## src/rtl/led_seq_pkg.sv

```systemverilog
// Shared constants, state encoding and pattern helpers for the LED sequencer.
// Helpers work on a 32-bit pattern; callers keep the low LEDS bits.
package led_seq_pkg;

  localparam logic [1:0] MODE_SHL   = 2'd0;
  localparam logic [1:0] MODE_SHR   = 2'd1;
  localparam logic [1:0] MODE_PING  = 2'd2;
  localparam logic [1:0] MODE_BLINK = 2'd3;

  localparam logic DIR_UP   = 1'b1;
  localparam logic DIR_DOWN = 1'b0;

  typedef enum logic [1:0] {
    ST_IDLE = 2'd0,
    ST_RUN  = 2'd1,
    ST_DONE = 2'd2
  } state_e;

  // led occupies the upper bits so a (LEDS+1)-bit cast keeps {led, dir}
  typedef struct packed {
    logic [31:0] led;
    logic        dir;
  } step_t;

  function automatic logic [31:0] pattern_mask(input int unsigned leds);
    return (leds >= 32) ? 32'hFFFF_FFFF : ((32'd1 << leds) - 32'd1);
  endfunction

  function automatic logic [31:0] init_pattern(input logic [1:0] mode, input int unsigned leds);
    logic [31:0] p;
    p = 32'd1;
    if (mode == MODE_SHR) p = 32'd1 << (leds - 32'd1);
    else if (mode == MODE_BLINK) p = pattern_mask(leds);
    return p;
  endfunction

  function automatic int unsigned pass_len(input logic [1:0] mode, input int unsigned leds);
    int unsigned n;
    case (mode)
      MODE_SHL, MODE_SHR: n = leds;
      MODE_PING:          n = 2 * (leds - 1);
      default:            n = 2;
    endcase
    return n;
  endfunction

  // One animation step; PING flips direction on reaching either end.
  function automatic step_t step_pattern(input logic [1:0] mode, input logic [31:0] led,
                                         input logic dir, input int unsigned leds);
    logic [4:0]  top;
    logic [31:0] mask;
    step_t       r;
    top   = 5'(leds - 32'd1);
    mask  = pattern_mask(leds);
    r.led = led;
    r.dir = dir;
    case (mode)
      MODE_SHL: r.led = ((led << 1) | {31'd0, led[top]}) & mask;
      MODE_SHR: r.led = (led >> 1) | (led[0] ? (32'd1 << top) : 32'd0);
      MODE_PING: begin
        if (dir == DIR_UP) begin
          r.led = led << 1;
          if (r.led[top]) r.dir = DIR_DOWN;
        end else begin
          r.led = led >> 1;
          if (r.led[0]) r.dir = DIR_UP;
        end
      end
      default: r.led = ~led & mask;
    endcase
    return r;
  endfunction

endpackage

```

## src/rtl/led_seq_ctrl.sv

```systemverilog
// LED pattern sequencer: steps an LED bank on pulse-generator ticks through
// one of four animations, for REPEAT passes or until stopped.
module led_seq_ctrl
  import led_seq_pkg::*;
#(
  parameter int unsigned LEDS   = 8,
  parameter int unsigned REPEAT = 4
) (
  input  logic            clk,
  input  logic            rst_n,
  input  logic            tick,
  input  logic [1:0]      mode,
  input  logic            start,
  input  logic            stop,
  output logic [LEDS-1:0] led,
  output logic            busy,
  output logic            done
);

  localparam int unsigned STEP_W = $clog2(2 * LEDS);
  localparam int unsigned PASS_W = ($clog2(REPEAT + 1) > 1) ? $clog2(REPEAT + 1) : 1;
  localparam int unsigned RES_W  = LEDS + 1;

  state_e            state_q;
  logic [1:0]        mode_q;
  logic [LEDS-1:0]   led_q;
  logic [LEDS-1:0]   led_d;
  logic [LEDS-1:0]   led_init_c;
  logic              dir_q;
  logic              dir_d;
  logic [STEP_W-1:0] step_q;
  logic [PASS_W-1:0] pass_q;
  logic              busy_q;
  logic              done_q;
  logic              pass_end_c;
  logic              last_pass_c;

  always_comb begin
    {led_d, dir_d} = RES_W'(step_pattern(mode_q, 32'(led_q), dir_q, LEDS));
  end

  assign led_init_c  = LEDS'(init_pattern(mode, LEDS));
  assign pass_end_c  = (32'(step_q) == pass_len(mode_q, LEDS) - 32'd1);
  assign last_pass_c = (REPEAT != 0) && (32'(pass_q) == REPEAT - 32'd1);

  // Sequencer FSM with registered outputs; stop wins over tick and start.
  always_ff @(posedge clk or negedge rst_n) begin
    if (!rst_n) begin
      state_q <= ST_IDLE;
      mode_q  <= MODE_SHL;
      led_q   <= '0;
      dir_q   <= DIR_UP;
      step_q  <= '0;
      pass_q  <= '0;
      busy_q  <= 1'b0;
      done_q  <= 1'b0;
    end else begin
      done_q <= 1'b0;
      case (state_q)
        ST_IDLE: begin
          if (start && !stop) begin
            state_q <= ST_RUN;
            mode_q  <= mode;
            led_q   <= led_init_c;
            dir_q   <= DIR_UP;
            step_q  <= '0;
            pass_q  <= '0;
            busy_q  <= 1'b1;
          end
        end
        ST_RUN: begin
          if (stop) begin
            state_q <= ST_IDLE;
            led_q   <= '0;
            dir_q   <= DIR_UP;
            busy_q  <= 1'b0;
          end else if (tick) begin
            if (pass_end_c && last_pass_c) begin
              state_q <= ST_DONE;
              led_q   <= '0;
              dir_q   <= DIR_UP;
              step_q  <= '0;
              busy_q  <= 1'b0;
              done_q  <= 1'b1;
            end else begin
              led_q <= led_d;
              dir_q <= dir_d;
              if (pass_end_c) begin
                step_q <= '0;
                pass_q <= pass_q + PASS_W'(1);
              end else begin
                step_q <= step_q + STEP_W'(1);
              end
            end
          end
        end
        default: state_q <= ST_IDLE;
      endcase
    end
  end

  assign led  = led_q;
  assign busy = busy_q;
  assign done = done_q;

endmodule

```

## config.mk

```make
export PLATFORM = sky130hd
export DESIGN_NAME = led_seq_ctrl
export DESIGN_NICKNAME = d
export VERILOG_FILES = /design/src/rtl/led_seq_pkg.sv /design/src/rtl/led_seq_ctrl.sv
export SDC_FILE = /design/constraint.sdc
export NUM_CORES = 1
export LEC_CHECK = 0
export BUFFER_PORTS_ARGS = -buffer_cell sky130_fd_sc_hd__buf_2
export CAP_MARGIN = 30
export CELL_PAD_IN_SITES_DETAIL_PLACEMENT = 1
export CELL_PAD_IN_SITES_GLOBAL_PLACEMENT = 2
export CORE_UTILIZATION = 30
export DETAILED_ROUTE_END_ITERATION = 8
export PLACE_DENSITY = 0.82
export SYNTH_ARGS = -nofsm -noshare
export SYNTH_HDL_FRONTEND = slang
export SYNTH_SLANG_ARGS = --single-unit
```

## constraint.sdc

```tcl
create_clock -name clk -period 2.2 [get_ports clk]
set_input_delay 0.22 -clock clk [delete_from_list [all_inputs] [get_ports clk]]
set_output_delay 0.22 -clock clk [all_outputs]
set_load 0.01 [all_outputs]
```

; ---- After elaboration in Yosys (flattened, before gate mapping)
; Index checks and enable logic that the tools add are counted.
[totals]
elab_cells = 87
regBits = 22
out_inout_bits = 10
[classes]
n_reduce_logical = 14
eq_ne = 15
n_bitwise = 3
addsub = 3
muxes = 44
[op_table]
columns = operator, count
row1 = $mux W8, 7
row2 = $eq A4 B32 Y1, 1
row3 = $sub A32 B1 Y32 const B, 1
row4 = $pmux W8 S3, 1
row5 = $mux W4, 5
row6 = $pmux W4 S2, 2
row7 = $pmux W8 S2, 1
row8 = $mux W3, 5
row9 = $mux W1, 14
row10 = $reduce_and A4 Y1, 3
row11 = $ne A2 B2 Y1 const B, 5
row12 = $mux W9, 1
row13 = $mux W2, 4
row14 = $not A8 Y8, 1
row15 = $or A7 B8 Y8, 1
row16 = $or A8 B1 Y8, 1
row17 = $eq A2 B1 Y1 const B, 3
row18 = $ne A3 B3 Y1 const B, 2
row19 = $pmux W3 S2, 1
row20 = $reduce_and A3 Y1, 2
row21 = $reduce_and A6 Y1, 1
row22 = $add A4 B1 Y4 const B, 1
row23 = $eq A2 B2 Y1 const B, 2
row24 = $logic_not A2 Y1, 2
row25 = 10 further kinds, 12

; ---- Longest topological paths before layout
[logic_depth]
depth_word = 10
ltp_mapped = 8

; ---- Worst setup path before layout
; Ideal clock, no wire load.
[synth_timing]
path_kind = register to register
start = register step_q[2]
end = register led_q[0], in the netlist led[0]
setup_time_ps = 121
path_buffers = 1
period_less_slack_ps = 1787
required_time_ps = 2079
arrival_ps = 1666
slack_ps = 413
stages_incl_launch_ff = 7
path_cell_list = dfrtp_1 -> or3b_4 -> a2111o_1 -> nand2_1 -> buf_4 -> a311oi_1 -> o22a_1
[synth_via]
elab_chain_cells = 6
[synth_rtl]
columns = item, line
row1 = "start, declared", led_seq_ctrl.sv:31  ; logic [STEP_W-1:0] step_q;
row2 = "start signal, assigned", led_seq_ctrl.sv:92  ; step_q <= step_q + STEP_W'(1);
row3 = $eq A4 B32 Y1, led_seq_ctrl.sv:43  ; assign pass_end_c = (32'(step_q) == pass_len(mode_q, LEDS) - 32'd1);
row4 = $logic_and A1 B1 Y1, led_seq_ctrl.sv:78  ; if (pass_end_c && last_pass_c) begin
row5 = $mux W8, led_seq_ctrl.sv:78
row6 = $mux W8, led_seq_ctrl.sv:77  ; end else if (tick) begin
row7 = $mux W8, led_seq_ctrl.sv:72  ; if (stop) begin
row8 = $pmux W8 S2, led_seq_ctrl.sv:59  ; case (state_q)
row9 = "end signal, assigned", led_seq_ctrl.sv:64  ; led_q <= led_init_c;
row10 = "end signal, assigned", led_seq_ctrl.sv:86  ; led_q <= led_d;
row11 = "end, declared", led_seq_ctrl.sv:26  ; logic [LEDS-1:0] led_q;
; No other way between the ends. The select of a mux whose other input is x is not followed.
; A chain may end at the register's enable or synchronous reset.

; ---- Final worst setup path
[layout_timing]
start = register step_q[2]
end = register busy_q, in the netlist busy
[layout_via]
elab_chain_cells = 4
[layout_rtl]
columns = item, line
row1 = $eq A4 B32 Y1, led_seq_ctrl.sv:43
row2 = $logic_and A1 B1 Y1, led_seq_ctrl.sv:78
row3 = $ne A3 B3 Y1 (no source line), -
row4 = $reduce_and A4 Y1 (no source line), -
row5 = "end signal, assigned", led_seq_ctrl.sv:55  ; busy_q <= 1'b0;
row6 = "end signal, assigned", led_seq_ctrl.sv:76  ; busy_q <= 1'b0;
row7 = "end signal, assigned", led_seq_ctrl.sv:83  ; busy_q <= 1'b0;
row8 = "end, declared", led_seq_ctrl.sv:33  ; logic busy_q;
; No other way between the ends.

==> impl_metrics.yaml <==
run_status:
  status: "complete, no violations"
timing:
  clock_skew_ps: 4.042
  slew_violations: 0
  rsz_0062_raised_after_global_routing: "no"
  layout_min_cycle_time_ps: 2019
  period_share: 0.9178
  max_freq_mhz: 495.3
  hold_viol: 0
  slew_at_the_pin_closest_to_its_max_slew_limit_ps: 593.5
  maxSlewHeadroom: 0.6017
  setup_total_negative_slack_ps: 0
  setup_viol: 0
clocking:
  worst_setup_hold_path_clk_slew_ps: 90
  clock_insertion_delay_worst_skew_ps: 270
  tritoncts: "built"
  clock-sinks: 22
  clk_root_buffer_cell: "sky130_fd_sc_hd__clkbuf_8"
  numCtsBuffers: 3
  clockBufferDepth: 2
  h-tree-depth: 1
  post_cts_resized: 0
final_layout:
  sequential_cell_area_um2: 551.8
  multi_input_area_um2: 788.3
  final_design_area_no_fill_um2: 1638
  num-fill-cells: 541
  finish.net_count: 195
  synthToLayoutAreaGrowth_pct: 16.15
  final_layout_size_suffix_gt1_frac: 0.1739
  finalNonFillerCells: 236
  diodes: 0
placed_design:
  io_buffer_count: 16
  dp.final_hpwl_um: 2899
  placed_area_um2: 1556
  placedCellCount: 231
  globalplace.congestion: 0.7781
power:
  p_leak_nw: 0.6850
  power_per_cell_area_nw_per_um2: 1256
  p_total_mw: 2.057
  max_vdd_drop_mv: 0.4535
detailed_routing:
  ant_nets: 0
  detail_route.wl_per_cell_um: 16.57
  initialDrtViolationCount: 77
  detail_route.first_pass.iterations: 5
  detail_route.wirelength_um: 3910
  post_drt_via_cell_ratio: 5.665
  post-route-drc-count: 0
  via_count: 1337
worst_setup_path:
  crit_slowest_cell: "sky130_fd_sc_hd__dfrtp_1"
  arrival_ps: 2190
  rrSetupSlack_ps: 180
  cp_cell_sequence: "or3b_4 > a2111o_1 > nand2_1 > nand2_1 > a21o_1"
  timing.critical_path.to: "busy"
  worstRegToRegCells: 5
  worst_path_largest_cell_delay_ps: 460
  crit_path_max_fanout: 12
  cp_capture_type: "register"
  crit_required_ps: 2370
  critPathMostFrequentCell: "sky130_fd_sc_hd__nand2_1"
  regToRegEndpoint: "busy"
  crit_type: "register to register"
  startpoint_type: "register"
  cp-startpoint: "step_q[2]"
  crit-reg2reg-launch: "step_q[2]"
global_route:
  grt_pass1_vias: 1413
  antenna_found_initial: 0
  grt_overflow_total: 0
  grt_first_pass_wirelength_um: 6693
  grt_max_degree: 26
  grt_use_total: 0.1682
synth:
  postSynth.topFlopCell: "sky130_fd_sc_hd__dfrtp_1"
  syn-instance-count: 166
  synth_area_per_cell_um2: 8.495
  ys_warn_count: 0
  synth_enable_flop_cells: 0
  seq_area_frac_synth: 0.3913
  synth.cell_area_um2: 1410
  synth_seq_cells: 22
  postSynthNetCount: 176
  synth_cell_type_count: 45
  ys_async_sr_fraction: 1.000
worst_hold_path:
  worstHoldPathType: "input pin to register"
die:
  initial_core_utilization: 0.3173
  num_rows: 24
  die-area_um2: 4979
  fp.coreArea_um2: 4444
  die-height_um: 70.56
  io_pins: 17
  chipWidth_um: 70.56
run:
  cap_violations: 0
==> cell families after synthesis <==
family / Yosys count / synth area share
AO/OA/AOI/OAI: 62 / 0.2866
AND/OR/NAND/NOR: 61 / 0.2307
flip-flops: 22 / 0.3913
buffers and inverters: 16 / 0.04968
adder cells (fa/ha/maj): 3 / 0.02662
multiplexers: 2 / 0.01508
==> worst max-delay path: cells and delay by family (launching register included) <==
kind | cells | cell delay (ps)
and+or+nand+nor | 3 | 890
AOI/OAI and AO/OA | 2 | 570
DFF | 1 | 460
==> sequential cells by signal, indices dropped and copies added, names as in the netlist <==
signal,cells
state_q,2
pass_q,3
done,1
led,8
mode_q,2
busy,1
step_q,4
dir_q,1
==> synthesized netlist by cell type (all sizes together) (2+ instances only) <==
| cell | count | area share |
|---|---|---|
| a211o | 2 | 0.012 |
| nand2 | 20 | 0.053 |
| a21oi | 11 | 0.042 |
| dfrtp | 21 | 0.37 |
| buf | 5 | 0.020 |
| nor2 | 8 | 0.021 |
| or3b | 2 | 0.014 |
| o21ai | 19 | 0.067 |
| and3 | 2 | 0.0089 |
| inv | 7 | 0.019 |
| nor2b | 3 | 0.013 |
| ha | 3 | 0.027 |
| o21a | 6 | 0.032 |
| nor3b | 2 | 0.011 |
| o22ai | 7 | 0.031 |
| nand3 | 4 | 0.014 |
| nand3b | 2 | 0.011 |
| o311a | 4 | 0.028 |
| nand2b | 9 | 0.040 |
| nor4 | 2 | 0.0089 |
| clkbuf | 4 | 0.011 |
| a21o | 2 | 0.011 |
| a31oi | 2 | 0.0089 |
| nor3 | 3 | 0.011 |
==> stage by stage <==
stage / worst slack [ps] / hold WS, ps / utilization
floorplan: 412.9 / -75.59 / -
global placement: 265.8 / 221.7 / 0.3502
detailed placement: 190.1 / 237.1 / 0.3502
CTS: 180.7 / 191.1 / 0.3685
global route: 76.69 / 213.1 / 0.3685
finish: 180.8 / 193.6 / 0.3685
==> worst min-delay path by stage <==
stage	end	slack, ps	from	cells past startpoint
final	mode_q[1]	190	mode[1]	3
after detailed placement	done	240	rst_n	1
after global placement	done	220	rst_n	1
after CTS	mode_q[1]	190	mode[1]	3
after global routing	mode_q[1]	210	mode[1]	3
after floorplan	busy	-80	rst_n	0
==> cell usage in the layout (no fill, tap or decap), types with 3 or more instances in the layout <==
cell / instances
sky130_fd_sc_hd__dfrtp_1: 21
sky130_fd_sc_hd__o21ai_0: 10
sky130_fd_sc_hd__nand3_1: 4
sky130_fd_sc_hd__o21ai_1: 9
sky130_fd_sc_hd__nand2b_1: 9
sky130_fd_sc_hd__ha_1: 3
sky130_fd_sc_hd__buf_2: 16
sky130_fd_sc_hd__inv_1: 7
sky130_fd_sc_hd__clkbuf_8: 3
sky130_fd_sc_hd__a21oi_1: 10
sky130_fd_sc_hd__nor2_1: 8
sky130_fd_sc_hd__nand2_1: 20
sky130_fd_sc_hd__buf_4: 6
sky130_fd_sc_hd__o21a_1: 6
sky130_fd_sc_hd__o311a_1: 4
sky130_fd_sc_hd__o22ai_1: 7
sky130_fd_sc_hd__nor3_1: 3
sky130_fd_sc_hd__nor2b_1: 3
==> per-layer routing <==
| layer | track usage | vias to the layer above | wire, um |
|---|---|---|---|
| li1 | - | 644 | - |
| met1 | 0.2164 | 675 | 1833 |
| met2 | 0.2988 | 14 | 1982 |
| met3 | 0.01994 | 4 | 58 |
| met4 | 0.04889 | 0 | 36 |
| met5 | 0 | - | 0 |
==> timing repair <==
item / CTS / global route
hold buffers: 1 / 0
hold endpoints to repair: 21 / 0
buffers inserted: 0 / 0
setup endpoints to repair: 0 / 0
==> where the power goes <==
group / leakage (nW) / switching (mW) / internal [mW]
clock network: 0.0357 / 0.146 / 0.243
logic: 0.379 / 0.519 / 0.399
registers: 0.271 / 0.210 / 0.539
total: 0.685 / 0.876 / 1.18
==> final cells by class <==
class | count | share of cell area
Multi-Input combinational cell | 128 | 0.4813
Sequential cell | 22 | 0.3369
Timing Repair Buffer | 23 | 0.08251
Tap cell | 52 | 0.03973
Clock buffer | 3 | 0.02521
Clock inverter | 1 | 0.01833
Inverter | 7 | 0.01604
Note: power is estimated with default switching activity, not from simulation.
